==> src/rtl/subterranean_lwc_fifo_in.sv <==
// Input-side circular FIFO for the Subterranean LWC core.
// Gated write/read sides, synchronous flush, async active-low reset.
module subterranean_lwc_fifo_in #(
  parameter int G_WIDTH = 32,
  parameter int G_DEPTH = 4,
  localparam int AW = $clog2(G_DEPTH),
  localparam int CW = AW + 1
) (
  input  logic               clk,
  input  logic               rstn,
  input  logic [G_WIDTH-1:0] din,
  input  logic               din_valid,
  output logic               din_ready,
  output logic [G_WIDTH-1:0] dout,
  output logic               dout_valid,
  input  logic               dout_ready,
  input  logic               buffer_in_enable,
  input  logic               buffer_out_enable,
  input  logic               buffer_rst,
  output logic [CW-1:0]      level
);

  logic [G_WIDTH-1:0] mem [G_DEPTH];
  logic [AW-1:0]      wp;
  logic [AW-1:0]      rp;
  logic [CW-1:0]      cnt;
  logic               wr;
  logic               rd;
  logic               not_full;

  assign not_full   = cnt < CW'(G_DEPTH);
  assign dout_valid = buffer_out_enable & (cnt != '0);
  assign rd         = dout_valid & dout_ready;
  // A full FIFO may still accept when the head leaves this cycle.
  assign din_ready  = buffer_in_enable & (not_full | rd);
  assign wr         = din_valid & din_ready;
  assign dout       = buffer_out_enable ? mem[rp] : '0;
  assign level      = cnt;

  always_ff @(posedge clk) begin
    if (wr && !buffer_rst)
      mem[wp] <= din;
  end

  always_ff @(posedge clk or negedge rstn) begin
    if (!rstn) begin
      wp  <= '0;
      rp  <= '0;
      cnt <= '0;
    end else if (buffer_rst) begin
      wp  <= '0;
      rp  <= '0;
      cnt <= '0;
    end else begin
      if (wr)
        wp <= wp + AW'(1);
      if (rd)
        rp <= rp + AW'(1);
      if (wr && !rd)
        cnt <= cnt + CW'(1);
      else if (rd && !wr)
        cnt <= cnt - CW'(1);
    end
  end

endmodule
==> config.mk <==
export PLATFORM = sky130hd
export DESIGN_NAME = subterranean_lwc_fifo_in
export DESIGN_NICKNAME = d
export VERILOG_FILES = /design/src/rtl/subterranean_lwc_fifo_in.sv
export SDC_FILE = /design/constraint.sdc
export NUM_CORES = 1
export LEC_CHECK = 0
export BUFFER_PORTS_ARGS = -buffer_cell sky130_fd_sc_hd__buf_2
export CAP_MARGIN = 30
export CORE_MARGIN = 5
export CORE_UTILIZATION = 61
export DETAILED_ROUTE_END_ITERATION = 12
export GPL_TIMING_DRIVEN = 0
export PLACE_DENSITY = 0.84
export RECOVER_POWER = 50
export SYNTH_ARGS = -nofsm -noshare
export SYNTH_HDL_FRONTEND = slang
export SYNTH_SLANG_ARGS = --single-unit
export TNS_END_PERCENT = 30
==> constraint.sdc <==
create_clock -name clk -period 6.44 [get_ports clk]
set_clock_uncertainty 0.15 [all_clocks]
set_input_delay 0.644 -clock clk [delete_from_list [all_inputs] [get_ports clk]]
set_output_delay 0.644 -clock clk [all_outputs]
set_load 0.02 [all_outputs]
==> results of run 1 <==
cell type report:
cell class	count	area (sq um)	area share [%]
Clock buffer	19	422	6.45
Timing Repair Buffer	75	335	5.13
Clock inverter	13	193	2.95
Sequential cell	135	4020	61.5
Multi-Input combinational cell	113	1330	20.3
Tap cell	108	135	2.07
Buffer	13	85.1	1.30
Inverter	5	18.8	0.287
power by group:
| group | switching (mW) | total [mW] | internal [mW] |
|---|---|---|---|
| Combinational | 0.109 | 0.192 | 0.0836 |
| Sequential | 0.0105 | 0.990 | 0.980 |
| Clock | 0.360 | 0.994 | 0.634 |
| Total | 0.479 | 2.18 | 1.70 |
layout by cell type (no fill, tap or decap), drive strengths merged, types with 4 or more instances in the layout:
cell type / count
clkbuf: 61
bufinv: 4
a21oi: 4
edfxtp: 128
o21ai: 4
buf: 45
inv: 10
nor2: 4
mux4: 32
and2: 37
ha: 4
dfrtp: 7
worst paths after layout:
| check | start | to | slack [ps] | cells after the start |
|---|---|---|---|---|
| min in group asynchronous | rstn | level[1] | 410 | 2 |
| worst min register to register | level[0] | level[0] | 420 | 1 |
| worst min-delay path | din[28] | mem[3][28] | 220 | 1 |
| worst max register to register | level[2] | mem[2][11] | 3110 | 3 |
| max in group asynchronous | rstn | rp[0] | 5470 | 2 |
| worst max-delay path | level[2] | mem[2][11] | 3110 | 3 |
state kept, by name, indices dropped and copies added (netlist names):
| signal | flops |
|---|---|
| wp | 2 |
| level | 3 |
| mem | 128 |
| rp | 2 |
cell families (layout without fill, tap and decap cells):
| group | count (synthesis) | count (layout) |
|---|---|---|
| mux | 34 | 34 |
| compound gates | 18 | 18 |
| flops | 135 | 135 |
| buf+inv | 18 | 125 |
| simple gates | 56 | 56 |
| fa+ha+maj | 5 | 5 |
per-layer routing:
metal	global-route usage, %	up-vias	share of wire [%]
met1	22.8	1391	38
met4	8.05	0	2.0
met3	8.20	17	6.7
li1	-	1269	-
met2	31.9	101	53
met5	0	-	0
per-stage QoR:
step	util [%]	worst slack (ps)
2_1_floorplan	-	3940
3_3_place_gp	68.3	3140
3_5_place_dp	68.4	3690
4_1_cts	75.5	3410
5_1_grt	74.9	2800
6_report	74.9	3110
worst reg2reg max path, cell delays in order, from the launching register on:
cell      delay [ps]
dfrtp_1          460
a21boi_0         220
nor3_1           300
and2_0          1750
cell usage after synthesis:
cell type | instances | share of area (%)
or4_1 | 2 | 0.28
mux4_2 | 20 | 8.3
o21ai_0 | 4 | 0.37
and3b_1 | 1 | 0.16
o31ai_1 | 1 | 0.14
a31oi_1 | 1 | 0.11
nor2b_1 | 2 | 0.23
inv_2 | 1 | 0.069
buf_12 | 1 | 0.37
a21bo_2 | 1 | 0.18
and3_1 | 1 | 0.11
mux4_1 | 12 | 5.8
dfrtp_1 | 7 | 3.2
a211oi_1 | 1 | 0.14
clkbuf_1 | 5 | 0.34
mux2_2 | 1 | 0.21
buf_6 | 3 | 0.62
buf_2 | 4 | 0.37
o32ai_1 | 1 | 0.16
or3_1 | 2 | 0.23
o221a_2 | 1 | 0.21
a21boi_1 | 1 | 0.14
and2_1 | 37 | 4.2
nor3_1 | 2 | 0.18
inv_1 | 4 | 0.28
nor2_1 | 4 | 0.28
ha_1 | 4 | 0.92
edfxtp_1 | 128 | 71
nand3b_1 | 2 | 0.28
nand2_1 | 2 | 0.14
o211ai_1 | 1 | 0.14
mux2i_1 | 1 | 0.18
a21oi_1 | 4 | 0.37
o211a_1 | 1 | 0.18
fa_1 | 1 | 0.37
nand2b_1 | 1 | 0.11
a22oi_1 | 1 | 0.14
timing repair:
| item | 4_1_cts | 5_1_grt |
|---|---|---|
| endpoints found under the hold margin | 7 | 0 |
| endpoints found under the setup margin | 0 | 0 |
| hold buffers | 1 | 0 |
==> metrics.csv, run 1 <==
stage,metric,value,unit
yosys,ys_seq_area_share,73.7,%
setup_path,crit_fanout,32,
routing,wl_per_cell,21.5,um
placement,portBuffers,74,
global_routing,grt_max_degree,33,
timing,hold_viol,0,
timing,fmax,300,MHz
yosys,syn_area,5450,sq um
yosys,synth-compound-area-share,2.27,%
power,p_total,2.18,mW
cells_and_area,area_delta_synth_final,19.8,%
floorplan,fp-row-count,34,
floorplan,die_w,105,um
setup_path,crit_required,6380,ps
cells_and_area,stdcell_count,481,
global_routing,grt_pass1_wl,15600,um
cells_and_area,n_fill_cell,486,
clock_network,clk_pin_slew_worst_paths,60,ps
hold_path,hp-class,in2reg,
setup_path,crit_slowest_cell,and2_0,
yosys,yosys-mux-area-fraction,14.4,%
global_routing,grt_pass1_vias,2891,
clock_network,cts_setup_buffers,0,
cells_and_area,antenna_cells,0,
power,vdd_drop_max,0.255,mV
floorplan,ios,76,
routing,vias,2778,
clock_network,cts_tree,yes,
setup_path,worstSetupPathType,reg2reg,
setup_path,cpPeakStageDelay,1750,ps
routing,antenna_left,0,
floorplan,die_y,105,um
yosys,ys_types,37,
routing,viasPerCell,5.78,
yosys,synth-xor-area-share,0,%
power,power_leakage,2.26,nW
placement,place_inst,448,
routing,drt-pass1-iter-count,4,
clock_network,cts_resized,0,
routing,wl,10300,um
yosys,synthSimpleGateAreaFrac,6.24,%
clock_network,clock_sinks,135,
global_routing,grt_usage,19.5,%
yosys,synth_fa_ha_area_share,1.29,%
clock_network,cts-root-buf,clkbuf_8,
outcome,outcome,finished with violations,
timing,rsz0062_at_grt,no,
clock_network,htreeDepth,4,
setup_path,path_delay_family,simple AND/OR/NAND/NOR gates,
outcome,violations,"max-capacitance violations, max-slew violations",
yosys,synth_top_family_by_area,multiplexers,
floorplan,dieArea,10900,sq um
setup_path,cp_num_buf_inv,0,
yosys,ys_warn_count,0,
cells_and_area,drive_gt1_share,27.3,%
global_routing,grt_overflow_total,0,
setup_path,startpoint_type,flop,
clock_network,clk_latency,520,ps
clock_network,cts_made_buffers,17,
timing,max-slew-margin-rel,-55.1,%
timing,finalSetupViolations,0,
yosys,yosys_register_bits,135,
yosys,avgSynthCellArea,20.5,sq um
timing,finalCriticalPeriod,3330,ps
clock_network,cts_max_path_buffers,2,
routing,drc,0,
global_routing,antenna_found_initial,0,
yosys,synth_nets,310,
flow_run,cap_violations,1,
floorplan,start_util,62.5,%
routing,drt_first_iter_violations,153,
setup_path,cp_data_arrival_time,3270,ps
setup_path,cp_cell_sequence,"a21boi_0, nor3_1, and2_0",
placement,post-dp-hpwl,5930,um
cells_and_area,final_area,6530,sq um
timing,slew_viol_final,33,
timing,tightestPinTransition,2330,ps
power,powerDensity,333,nW/um^2
setup_path,endpoint_kind,flop,
timing,min_period_over_period,51.7,%
yosys,synthCells,266,
timing,fin_setup_tns,0,ps
placement,gp_congestion,0.823,
timing,hold_ws,220,ps
floorplan,core_area,8720,sq um
placement,placed_cell_area,5960,sq um
cells_and_area,fin_nets,404,
Note: power is estimated with default switching activity, not from simulation.
==> inputs of run 2 (changes only) <==
--- a/config.mk
+++ b/config.mk
@@ -5,13 +5,14 @@
 export SDC_FILE = /design/constraint.sdc
 export NUM_CORES = 1
 export LEC_CHECK = 0
+export ABC_AREA = 1
 export BUFFER_PORTS_ARGS = -buffer_cell sky130_fd_sc_hd__buf_2
 export CAP_MARGIN = 30
 export CORE_MARGIN = 5
-export CORE_UTILIZATION = 61
+export CORE_UTILIZATION = 51
 export DETAILED_ROUTE_END_ITERATION = 12
 export GPL_TIMING_DRIVEN = 0
-export PLACE_DENSITY = 0.84
+export PLACE_DENSITY = 0.75
 export RECOVER_POWER = 50
 export SYNTH_ARGS = -nofsm -noshare
 export SYNTH_HDL_FRONTEND = slang
==> constraint.sdc (replaced) <==
create_clock -name clk -period 2.8 [get_ports clk]
set_clock_uncertainty 0.15 [all_clocks]
set_input_delay 0.28 -clock clk [delete_from_list [all_inputs] [get_ports clk]]
set_output_delay 0.28 -clock clk [all_outputs]
set_load 0.02 [all_outputs]
==> metrics.csv, run 2 <==
stage,metric,value,unit,change
routing,drt-pass1-iter-count,5,,+1
placement,dpl_worst_slack,453,ps,-3240 ps
cells_and_area,regMostFlops,mem,,
routing,vias,3854,,+39%
global_routing,grt_pass1_vias,4113,,+42%
routing,wl_per_cell,17.1,um,-20%
setup_path,crit_slowest_cell,dfrtp_1,,
timing,slew_viol_final,0,,-100%
setup_path,reg2reg_to,level[2],,
timing,max-slew-margin-rel,54.1,%,+110 points
setup_path,worstSetupPathType,reg2out,,
yosys,syn_area,5480,sq um,+0.46%
floorplan,dieArea,12900,sq um,+18%
floorplan,core_area,10400,sq um,+19%
yosys,avgSynthCellArea,12.3,sq um,-40%
cells_and_area,largest_register_ffs,128,,unchanged
placement,portBuffers,75,,+1.4%
hold_path,hold-path-endpoint,wp[0],,
cells_and_area,antenna_cells,0,,unchanged
setup_path,r2r-start,level[2],,
yosys,yosys_register_bits,135,,unchanged
timing,finalSetupViolations,0,,unchanged
yosys,ys_types,26,,-30%
setup_path,r2r_slack,250,ps,-2860 ps
setup_path,startpoint_type,flop,,
timing,rsz0062_at_grt,no,,
floorplan,fp-row-count,37,,+8.8%
timing,min_period_over_period,93.1,%,
cells_and_area,drive_gt1_share,16.4,%,-11 points
clock_network,clk_pin_slew_worst_paths,60,ps,about the same
placement,gp_congestion,0.758,,-7.8%
yosys,async_flop_share,5.19,%,unchanged
timing,finalCriticalPeriod,2610,ps,
routing,antenna_left,0,,unchanged
floorplan,die_w,114,um,+8.7%
clock_network,cts_resized,0,,unchanged
clock_network,htreeDepth,4,,unchanged
setup_path,crit_fanout,10,,-69%
yosys,synth_common_cells,"135 x nor2_1, 128 x edfxtp_1, 36 x o21ai_1, 34 x a21oi_1, 33 x o21ai_0",,
setup_path,cp_data_arrival_time,2180,ps,-1090 ps
floorplan,start_util,52.6,%,-9.9 points
yosys,synth_area_leader_cell,edfxtp_1,,
cells_and_area,fin_nets,624,,+54%
global_routing,antenna_found_initial,0,,unchanged
setup_path,crit_required,2370,ps,-4010 ps
yosys,synth_nets,488,,+57%
cells_and_area,layout_common_cells,"133 x nor2_1, 128 x edfxtp_1, 46 x buf_2, 45 x clkbuf_1, 38 x dlygate4sd3_1",,
routing,viasPerCell,5.29,,-8.5%
power,power_leakage,2.55,nW,+13%
yosys,synth-edff-count,128,,unchanged
cells_and_area,layout_commonest_cell,nor2_1,,
floorplan,die_y,114,um,+8.7%
global_routing,grt_pass1_wl,20500,um,+32%
clock_network,cts-root-buf,clkbuf_8,,
yosys,ys.flop_type,edfxtp_1,,
cells_and_area,area_delta_synth_final,27.6,%,
power,vdd_drop_max,0.448,mV,+76%
outcome,outcome,"finished, final reports clean",,
yosys,ys_seq_area_share,73.4,%,-0.34 points
timing,tightestPinTransition,686,ps,-1640 ps
clock_network,cts_tree,yes,,
yosys,synthTopCellsByArea,"edfxtp_1 70%, nor2_1 9.3%, o21ai_1 3.3%",,
timing,worst_slack,193,ps,-2920 ps
power,powerDensity,726,nW/um^2,+120%
clock_network,cts_made_buffers,17,,unchanged
timing,hold_viol,0,,unchanged
routing,drt_first_iter_violations,191,,+25%
timing,fmax,384,MHz,
cells_and_area,n_fill_cell,754,,+55%
hold_path,hp-class,in2reg,,
setup_path,r2r_cells,10,,+7
placement,post-dp-hpwl,7750,um,+31%
clock_network,cts_max_path_buffers,2,,unchanged
routing,wl,12500,um,+21%
yosys,yosysMostFrequentCell,nor2_1,,
flow_run,cap_violations,0,,-1
clock_network,clock_sinks,135,,unchanged
setup_path,cp_cell_sequence,"inv_2, buf_4, clkbuf_1, o21ai_0, a21oi_1, buf_2",,
clock_network,clk_latency,510,ps,about the same
global_routing,grt_usage,20.7,%,+1.3 points
yosys,synthCells,444,,+67%
power,p_total,5.07,mW,+130%
yosys,yosysTopAreaCellShare,70.2,%,-0.32 points
global_routing,grt_max_degree,28,,-15%
yosys,ys_warn_count,0,,unchanged
routing,drc,0,,unchanged
hold_path,worstHoldStart,din_valid,,
setup_path,cpPeakStageDelay,420,ps,-1330 ps
setup_path,endpoint_kind,output pin,,
floorplan,ios,76,,unchanged
global_routing,grt_overflow_total,0,,unchanged
hold_path,hold_depth,4,,+3
setup_path,path_delay_family,buffers and inverters,,
setup_path,cp_num_buf_inv,4,,+4
==> run 2: changes by cell type after synthesis, sizes merged, moves of 2 or more <==
cell	change
a21oi	+32
and2	-37
buf	+7
clkbuf	+4
inv	+12
mux4	-32
nand2	+11
nand3	+5
nor2	+132
nor2b	-2
nor3	-2
o21ai	+65
or3	-2
or4	-2
==> run 2: routing by layer <==
metal | GRT usage (%) | vias up | wire (um)
met3 | 4.67 | 14 | 807
met2 | 35.8 | 141 | 6490
met4 | 7.45 | 0 | 155
met1 | 25.6 | 1869 | 5030
li1 | - | 1830 | -
met5 | 0 | - | 0
==> run 2: kinds of logic after synthesis <==
logic type / Yosys count / share of synthesized area (%)
DFF: 135 / 73.4
AOI/OAI and AO/OA: 106 / 9.87
adders and majority gates: 5 / 1.28
and+or+nand+nor: 156 / 11.5
buffers and inverters: 42 / 3.95
==> run 2: stage by stage <==
| step | hold slack, ps | instances | setup TNS (ps) | utilization [%] | area [sq um] |
|---|---|---|---|---|---|
| 6_report | 109 | 729 | 0 | 67.1 | 6990 |
| 5_1_grt | 139 | 729 | 0 | 67.1 | 6990 |
| 4_1_cts | 19.8 | 729 | 0 | 67.9 | 7070 |
| 3_5_place_dp | -22.7 | 659 | 0 | 59.0 | 6150 |
| 3_3_place_gp | -26.4 | 655 | -137260 | 57.8 | 6020 |
| 2_1_floorplan | -166 | 444 | -15190 | - | 5480 |
==> run 2: power breakdown <==
group	leakage [nW]	total, mW	internal, mW	switching, mW
sequential	1.25	2.29	2.26	0.0246
combinational	1.05	0.762	0.268	0.494
clock	0.250	2.02	1.19	0.837
==> run 2: cell type report <==
type | instances | area [sq um] | area share [%]
Tap cell | 136 | 170 | 2.43
Sequential cell | 135 | 4020 | 57.5
Buffer | 24 | 149 | 2.13
Multi-Input combinational cell | 267 | 1230 | 17.7
Inverter | 18 | 67.6 | 0.967
Clock inverter | 13 | 124 | 1.77
Timing Repair Buffer | 117 | 805 | 11.5
Clock buffer | 19 | 422 | 6.03
==> run 2: how the worst max path moves through the flow <==
stage               startpoint    endpoint  slack, ps  cells past startpoint
CTS                      rp[0]    dout[19]        160                      6
detailed placement    level[2]  mem[1][17]        450                      7
global route             rp[0]    dout[21]         60                      6
floorplan             level[2]   mem[2][0]       -120                      6
finish                   rp[0]    dout[19]        190                      6
global placement      level[2]  mem[3][18]      -1120                      6
==> run 2: repair_timing <==
action / in CTS / in global routing
endpoints found under the hold margin: 142 / 0
buffers inserted: 0 / 0
hold buffers: 38 / 0
==> run 2: worst register-to-register path, cell delays in order (launching register included) <==
cell and delay, ps:
dfrtp_1 370, inv_1 110, nand2_1 100, nand3_1 130
nand3_1 220, inv_1 90, fa_1 390, nand3b_1 170
nand3_1 100, nand2_1 50, dlygate4sd3_1 540
